<file path="src/rtl/button_conditioner.sv">
`default_nettype none
// ============================================================================
// Module   : button_conditioner
// Purpose  : Synchronizes and debounces raw pushbuttons; emits level and
//            single-cycle press/release pulses per bit.
// Revision : 1.0
// ============================================================================
module button_conditioner #(
  parameter int width_p           = 3,
  parameter int sync_stages_p     = 2,
  parameter int debounce_cycles_p = 120000
) (
  input  logic               clk_i,
  input  logic               reset_n_async_i,
  input  logic [width_p-1:0] button_async_unsafe_i,
  output logic [width_p-1:0] level_o,
  output logic [width_p-1:0] press_o,
  output logic [width_p-1:0] release_o
);

  localparam int                   c_cnt_w    = $clog2(debounce_cycles_p + 1);
  localparam logic [c_cnt_w-1:0]   c_cnt_last = c_cnt_w'(debounce_cycles_p - 1);
  localparam logic [c_cnt_w-1:0]   c_cnt_one  = c_cnt_w'(1);

  for (genvar gi = 0; gi < width_p; gi++) begin : g_bit
    logic [sync_stages_p-1:0] r_sync;
    logic [c_cnt_w-1:0]       r_count;
    logic                     r_level;
    logic                     r_press;
    logic                     r_release;
    logic                     w_sync;
    logic                     w_mismatch;
    logic                     w_expire;

    assign w_sync     = r_sync[sync_stages_p-1];
    assign w_mismatch = (w_sync != r_level);
    // The count reaching its last value on a mismatch is the debounce decision.
    assign w_expire   = w_mismatch && (r_count == c_cnt_last);

    always_ff @(posedge clk_i or negedge reset_n_async_i) begin
      if (!reset_n_async_i) begin
        r_sync <= '0;
      end else begin
        r_sync <= {r_sync[sync_stages_p-2:0], button_async_unsafe_i[gi]};
      end
    end

    always_ff @(posedge clk_i or negedge reset_n_async_i) begin
      if (!reset_n_async_i) begin
        r_count <= '0;
      end else if (!w_mismatch || w_expire) begin
        r_count <= '0;
      end else begin
        r_count <= r_count + c_cnt_one;
      end
    end

    always_ff @(posedge clk_i or negedge reset_n_async_i) begin
      if (!reset_n_async_i) begin
        r_level   <= 1'b0;
        r_press   <= 1'b0;
        r_release <= 1'b0;
      end else begin
        r_press   <= w_expire && !r_level;
        r_release <= w_expire && r_level;
        if (w_expire) begin
          r_level <= !r_level;
        end
      end
    end

    assign level_o[gi]   = r_level;
    assign press_o[gi]   = r_press;
    assign release_o[gi] = r_release;
  end

endmodule
`default_nettype wire

</file>
<file path="config.mk">
export PLATFORM = sky130hd
export DESIGN_NAME = button_conditioner
export DESIGN_NICKNAME = d
export VERILOG_FILES = /design/src/rtl/button_conditioner.sv
export SDC_FILE = /design/constraint.sdc
export NUM_CORES = 1
export LEC_CHECK = 0
export CAP_MARGIN = 40
export CORE_ASPECT_RATIO = 0.6
export CORE_UTILIZATION = 55
export DETAILED_ROUTE_END_ITERATION = 16
export GPL_ROUTABILITY_DRIVEN = 0
export GPL_TIMING_DRIVEN = 0
export PLACE_DENSITY = 0.77
export SYNTH_ARGS = -nofsm -noshare
export SYNTH_HDL_FRONTEND = slang
export SYNTH_SLANG_ARGS = --single-unit
</file>
<file path="constraint.sdc">
create_clock -name clk_i -period 3.6 [get_ports clk_i]
set_clock_uncertainty 0.15 [all_clocks]
set_input_delay 0.72 -clock clk_i [delete_from_list [all_inputs] [get_ports clk_i]]
set_output_delay 0.72 -clock clk_i [all_outputs]
set_load 0.03 [all_outputs]
</file>
==> results of run 1 <==
## worst min path at each step
stage,start,to,slack [ns],depth (start not counted)
after floorplan,g_bit[0].r_sync[0]$_DFF_PN0_,g_bit[0].r_sync[1]$_DFF_PN0_,0.18,0
after global placement,g_bit[0].r_sync[0]$_DFF_PN0_,g_bit[0].r_sync[1]$_DFF_PN0_,0.18,0
after detailed placement,g_bit[1].r_sync[0]$_DFF_PN0_,g_bit[1].r_sync[1]$_DFF_PN0_,0.19,0
after CTS,g_bit[2].r_sync[0]$_DFF_PN0_,g_bit[2].r_sync[1]$_DFF_PN0_,0.21,0
after global routing,g_bit[2].r_sync[0]$_DFF_PN0_,g_bit[2].r_sync[1]$_DFF_PN0_,0.23,0
final,g_bit[2].r_sync[0]$_DFF_PN0_,g_bit[2].r_sync[1]$_DFF_PN0_,0.21,0
## cell families (layout without fill, tap and decap cells)
family | count (synthesis) | count (layout) | synth area share (%)
flops | 66 | 66 | 53.64
mux | 3 | 3 | 1.097
simple gates | 151 | 151 | 26.66
compound gates | 8 | 8 | 1.382
buf+inv | 19 | 48 | 3.494
fa+ha+maj | 3 | 3 | 1.219
xor+xnor | 44 | 44 | 12.52
## through the flow
step	instances	cell area (um2)	power, uW
after global routing	389	3461	1411
after floorplan	294	3079	797.0
after detailed placement	373	3289	825.0
final	389	3461	1354
after global placement	373	3292	822.9
after CTS	389	3461	1375
## power by group
group	internal, uW	leakage, uW	switching, uW
sequential	753	0.000901	12.3
combinational	13.4	0.000428	30.8
clock	265	0.0000851	280
total	1030	0.00141	323
## flip-flops by register name, indices dropped and copies added (netlist names)
register and cells:
g_bit.r_level 3, g_bit.r_count 51, g_bit.r_release 3, g_bit.r_sync 6, g_bit.r_press 3
## layout make-up
cell class / count / area share, %
Buffer: 14 / 2.567
Multi-Input combinational cell: 209 / 38.14
Inverter: 5 / 0.5423
Tap cell: 66 / 2.386
Clock buffer: 11 / 4.085
Clock inverter: 5 / 0.8677
Timing Repair Buffer: 13 / 3.688
Sequential cell: 66 / 47.72
## per-layer routing
layer	global-route usage, %	routed length (um)	up-vias
li1	-	-	1070
met2	31.59	2385	48
met3	7.953	260	6
met4	8.742	48	0
met5	0	0	-
met1	30.85	2877	1059
## worst max-delay path: cells and delay by family (launching register included)
kind	cells	cell delay, ns
buf+inv	2	0.79
flops	1	0.42
## synthesized netlist by cell type, types with 4 or more instances
| cell | number |
|---|---|
| dfrtp_1 | 66 |
| nor2_1 | 48 |
| xnor2_1 | 27 |
| nand2_1 | 18 |
| nand4_1 | 17 |
| xor2_1 | 17 |
| nand3_1 | 14 |
| nor4_1 | 13 |
| buf_4 | 9 |
| nor3_1 | 7 |
| nor3b_1 | 6 |
| inv_1 | 5 |
| a21oi_1 | 4 |
| and4_1 | 4 |
| nor4bb_1 | 4 |
| or3_1 | 4 |
==> results.md, run 1 <==
- Post-synth EDFFs: 0
- Hold-fix buffers, CTS: 0
- Critical Path Slowest Stage Cell: clkdlybuf4s50_1
- Row count: 20
- Area grow syn2layout: 12.39%
- Most common cell after layout, fill and taps aside: dfrtp_1
- # clock sinks: between 60 and 70
- Clk pin slew, worst setup/hold paths: 0.07 ns
- Via/cell ratio: 5.612
- Final slew viol count: 0
- Crit path arrival time: 1.55 ns
- Worst slew margin: 46.44%
- Initial DRC count: 130
- Largest net degree at the start of global routing: 67
- H-tree levels: 3
- HP Class: reg2reg
- Drt wl/cell: 14.33 um
- Drt drc: 0
- DP Worst Slack: 1.365 ns
- Final Core Density: about 66%
- Drt total wl: 5573 um
- Tightest Pin Transition: 0.8034 ns
- Setup WS post-layout: 1.178 ns
- Post-CTS setup buffer count: 0
- CTS Buffer Depth: 2
- Top-area cell type share of the netlist area: between 50 and 60%
- Most frequent cells in the layout: dfrtp_1 (66), nor2_1 (48), xnor2_1 (27)
- Via count: 2,183
- Max-Cap Viols: 0
- Max Freq: 0.4129 GHz
- Initial antenna violation count: 0
- Pleak: roughly 0.0014 uW
- CP cell instances: buf_4, clkdlybuf4s50_1
- Gr ovfl total: 0
- Final net count: 326
- Main synth FF type: dfrtp_1
- Final Hold Fails: 0
- Fin crit period: 2.422 ns
- Mean Syn Cell Area: 10.47 um2
- Min Hold Slack: 0.2094 ns
- Reg2reg end: g_bit[0].r_count[10]$_DFF_PN0_
- Slack of the worst reg-to-reg path: approximately 1.4 ns
- Register bit total from synthesis: 66
- Chip height: roughly 60 um
- Vias in the first global route: 2,026
- Multi-input logic area: 1320 um2
- Ys async rst share: 100.0%
- Period utilization: 67.28%
- Req. time, crit path: 2.73 ns
- Dpl hpwl: 3727 um
- Synth Instances: 294
- Cts repair resizes: 0
- Ports: 14
- CP peak stage delay: 0.66 ns
- Pwr Density: roughly 390 nW/um2
- CP startpoint kind: flop
- Register area share after synthesis: a little over half
- Initial DRT Pass Iterations: 4
- Core Area: 5230 um2
- Yosys warns: 0
- Crit Reg-Reg Startpoint: g_bit[0].r_count[0]$_DFF_PN0_
- Setup TNS: 0 ns
- Mapped Area: 3079 um2
- IO buf count: 13
- Die area: a little under 6000 um2
- Peak supply drop: 0.2463 mV
- First-pass GRT wire length: between 9000 and 10,000 um
- FF+latch area: about 1700 um2
- CTS root buffer: clkbuf_8
- Synth top area cells: dfrtp_1 (54%), xnor2_1 (7.7%), nor2_1 (5.9%), xor2_1 (4.8%), nand4_1 (3.5%)
- Setup crit end: level_o[2]
- Syn nets: 302
- Crit Path Max Fanout: 5
- Final ANT Viol Nets: 0
- Fill count: between 400 and 500
- Outcome: complete, no violations
- Area leader, netlist: dfrtp_1
- RSZ-0062 raised after global routing: false
- Critical path class: reg2out
- DIE WIDTH: 98.60 um
- Endpoints failing setup: 0
- Tot GR Track Use: 22.06%
- CTS tree: yes
- Distinct cells, synth: 30
- Worst r2r path cells: 6
- Share of cells above drive strength 1: 10.53%
- CTS Buf Count: 9
- Worst-Skew Late Latency: 0.34 ns
- Starting Density: 58.88%
- Crit. End Element: output pin
- Antenna diodes: 0
- Setup crit start: g_bit[2].r_level$_DFFE_PN0P_
(Power assumes the default switching activity.)
==> inputs of run 2 (changes only) <==
--- a/config.mk
+++ b/config.mk
@@ -7,11 +7,11 @@
 export LEC_CHECK = 0
 export CAP_MARGIN = 40
 export CORE_ASPECT_RATIO = 0.6
-export CORE_UTILIZATION = 55
+export CORE_UTILIZATION = 54
 export DETAILED_ROUTE_END_ITERATION = 16
 export GPL_ROUTABILITY_DRIVEN = 0
 export GPL_TIMING_DRIVEN = 0
-export PLACE_DENSITY = 0.77
+export PLACE_DENSITY = 0.78
 export SYNTH_ARGS = -nofsm -noshare
 export SYNTH_HDL_FRONTEND = slang
 export SYNTH_SLANG_ARGS = --single-unit
==> constraint.sdc (replaced) <==
create_clock -name clk_i -period 2.02 [get_ports clk_i]
set_clock_uncertainty 0.15 [all_clocks]
set_input_delay 0.404 -clock clk_i [delete_from_list [all_inputs] [get_ports clk_i]]
set_output_delay 0.404 -clock clk_i [all_outputs]
set_load 0.03 [all_outputs]
==> results.md, run 2 (synthesis results as in run 1) <==
- Critical Path Slowest Stage Cell: clkdlybuf4s50_1
- Largest register FFs: 51 (unchanged)
- Max Freq: 0.5057 GHz
- CP peak stage delay: 0.67 ns (about the same)
- Row count: 20 (unchanged)
- Critical path class: reg2out
- Tightest Pin Transition: 0.7999 ns (-0.003498 ns)
- Chip height: 60.49 um (+0.88%)
- Antenna diodes: 0 (unchanged)
- Final Non-Filler Cells: 404 (+3.9%)
- CP cell instances: buf_4, clkdlybuf4s50_1
- Max-Cap Viols: 0 (unchanged)
- CTS tree: yes
- Most common cell after layout, fill and taps aside: dfrtp_1
- IO buf count: 13 (unchanged)
- Drt wl/cell: 14.25 um (-0.52%)
- CTS root buffer: clkbuf_8
- Final net count: 330 (+1.2%)
- Largest net degree at the start of global routing: 67 (unchanged)
- Drt total wl: 5758 um (+3.3%)
- Most frequent cells in the layout: dfrtp_1 (65), nor2_1 (48), xnor2_1 (27)
- Final slew viol count: 0 (unchanged)
- Outcome: complete, no violations
- Final Core Density: 67.46% (+1.3 points)
- Gr ovfl total: 0 (unchanged)
- Req. time, crit path: 1.47 ns (-1.26 ns)
- Share of cells above drive strength 1: 14.68% (+4.2 points)
- Fill count: 400 (-5.0%)
- Slack of the worst reg-to-reg path: 0.09 ns (-1.29 ns)
- Crit. End Element: output pin
- CTS Buffer Depth: 2 (unchanged)
- Via/cell ratio: 5.460 (-2.7%)
- Tot GR Track Use: 22.03% (-0.035 points)
- Tot Pwr: 2549 uW (+88%)
- Min Hold Slack: 0.002790 ns (-0.2066 ns)
- DIE WIDTH: 99.49 um (+0.90%)
- Dpl hpwl: 3905 um (+4.8%)
- Ports: 14 (unchanged)
- Area grow syn2layout: 15.68%
- Vias in the first global route: 2,153 (+6.3%)
- Endpoints failing setup: 0 (unchanged)
- Starting Density: 58.32% (-0.56 points)
- Cells after DPL: 384 (+2.9%)
- CTS Buf Count: 9 (unchanged)
- Setup WS post-layout: 0.04263 ns (-1.135 ns)
- Top Registers: g_bit.r_count: 51 flops, g_bit.r_sync: 6 flops
- RSZ-0062 raised after global routing: false
- Clk pin slew, worst setup/hold paths: 0.07 ns (about the same)
- Die area: 6018 um2 (+1.8%)
- Initial antenna violation count: 0 (unchanged)
- Hold-fix buffers, CTS: 0 (unchanged)
- Pwr Density: 715.7 nW/um2 (+83%)
- Worst slew margin: 46.67% (+0.23 points)
- Final Hold Fails: 0 (unchanged)
- CP startpoint kind: flop
- First-pass GRT wire length: 9984 um (+4.0%)
- Initial DRC count: 107 (-18%)
- Fin crit period: approximately 2.0 ns
- Crit Path Max Fanout: 1 (-4)
- Via count: 2,206 (+1.1%)
- Drt drc: 0 (unchanged)
- DP Worst Slack: -0.1938 ns (-1.559 ns)
- Crit path arrival time: 1.42 ns (-0.13 ns)
- Core Area: 5280 um2 (+0.96%)
- Worst r2r path cells: 5 (-1)
- Pleak: 0.001535 uW (+8.5%)
- Period utilization: 97.89%
- Peak supply drop: 0.4521 mV (+84%)
- Most flop-heavy register: g_bit.r_count
- H-tree levels: 3 (unchanged)
- # clock sinks: 66 (unchanged)
- Final ANT Viol Nets: 0 (unchanged)
- HP Class: in2async
- Worst-Skew Late Latency: 0.34 ns (about the same)
- Initial DRT Pass Iterations: 4 (unchanged)
[run 2: cell count changes in the layout (fill, tap and decap cells not counted), moves of 2 or more]
cell             before  now
buf_4                10   16
clkbuf_1              4    1
clkdlybuf4s50_1      12    5
clkinvlp_4            2    0
dlygate4sd2_1         0    4
dlymetal6s2s_1        0    3
nand2_1              18   15
nand2_2               0    3
[run 2: layout make-up]
type                    instances  area, um2  area share [%]
flip-flops and latches         66       1653           46.40
multi-input cells             209       1339           37.58
repair buffers                 18      167.7           4.707
clock buffers                  11      141.4           3.969
well taps                      77      96.34           2.705
plain buffers                  13      92.59           2.599
clock inverters                 5      53.80           1.510
inverters                       5      18.77          0.5269
[run 2: routing by layer]
layer  up-vias  wire length (um)  global-route usage (%)
met1      1077              2920                   30.37
met2        44              2545                   34.92
met5         -                 0                       0
met3         4               251                   5.876
li1       1081                 -                       -
met4         0                40                   6.933
[run 2: path summary, 6_finish.rpt]
path,from,endpoint
setup reg to reg,g_bit[1].r_count[11]$_DFF_PN0_,g_bit[1].r_count[8]$_DFF_PN0_
hold reg to reg,g_bit[0].r_sync[0]$_DFF_PN0_,g_bit[0].r_sync[1]$_DFF_PN0_
max in group asynchronous,reset_n_async_i,g_bit[1].r_count[7]$_DFF_PN0_
min in group clk_i,g_bit[0].r_sync[0]$_DFF_PN0_,g_bit[0].r_sync[1]$_DFF_PN0_
setup / recovery,g_bit[1].r_release$_DFF_PN0_,release_o[1]
hold / removal,reset_n_async_i,g_bit[0].r_press$_DFF_PN0_
[run 2: stage by stage]
step	TNS (ns)	instance area, um2
2_1_floorplan	0	3079
3_3_place_gp	-117.64	3306
3_5_place_dp	-4.545	3303
4_1_cts	0	3507
5_1_grt	0	3562
6_report	0	3562
[run 2: report_power, final]
group,leakage [uW],switching (uW),internal (uW)
combinational,0.000532,56.5,30.4
clock,0.000103,499,600
sequential,0.000899,22.7,1340
[run 2: timing repair]
item | 4_1_cts | 5_1_grt
pin swaps | 1 | 3
setup endpoints to repair | 34 | 36
cloned | 0 | 0
gates resized for setup | 10 | 10
buffers inserted | 0 | 5
[run 2: worst max-delay path, delay by kind of cell, from the launching register on]
kind | cells | cell delay, ns
buffers and inverters | 2 | 0.76
flip-flops | 1 | 0.33
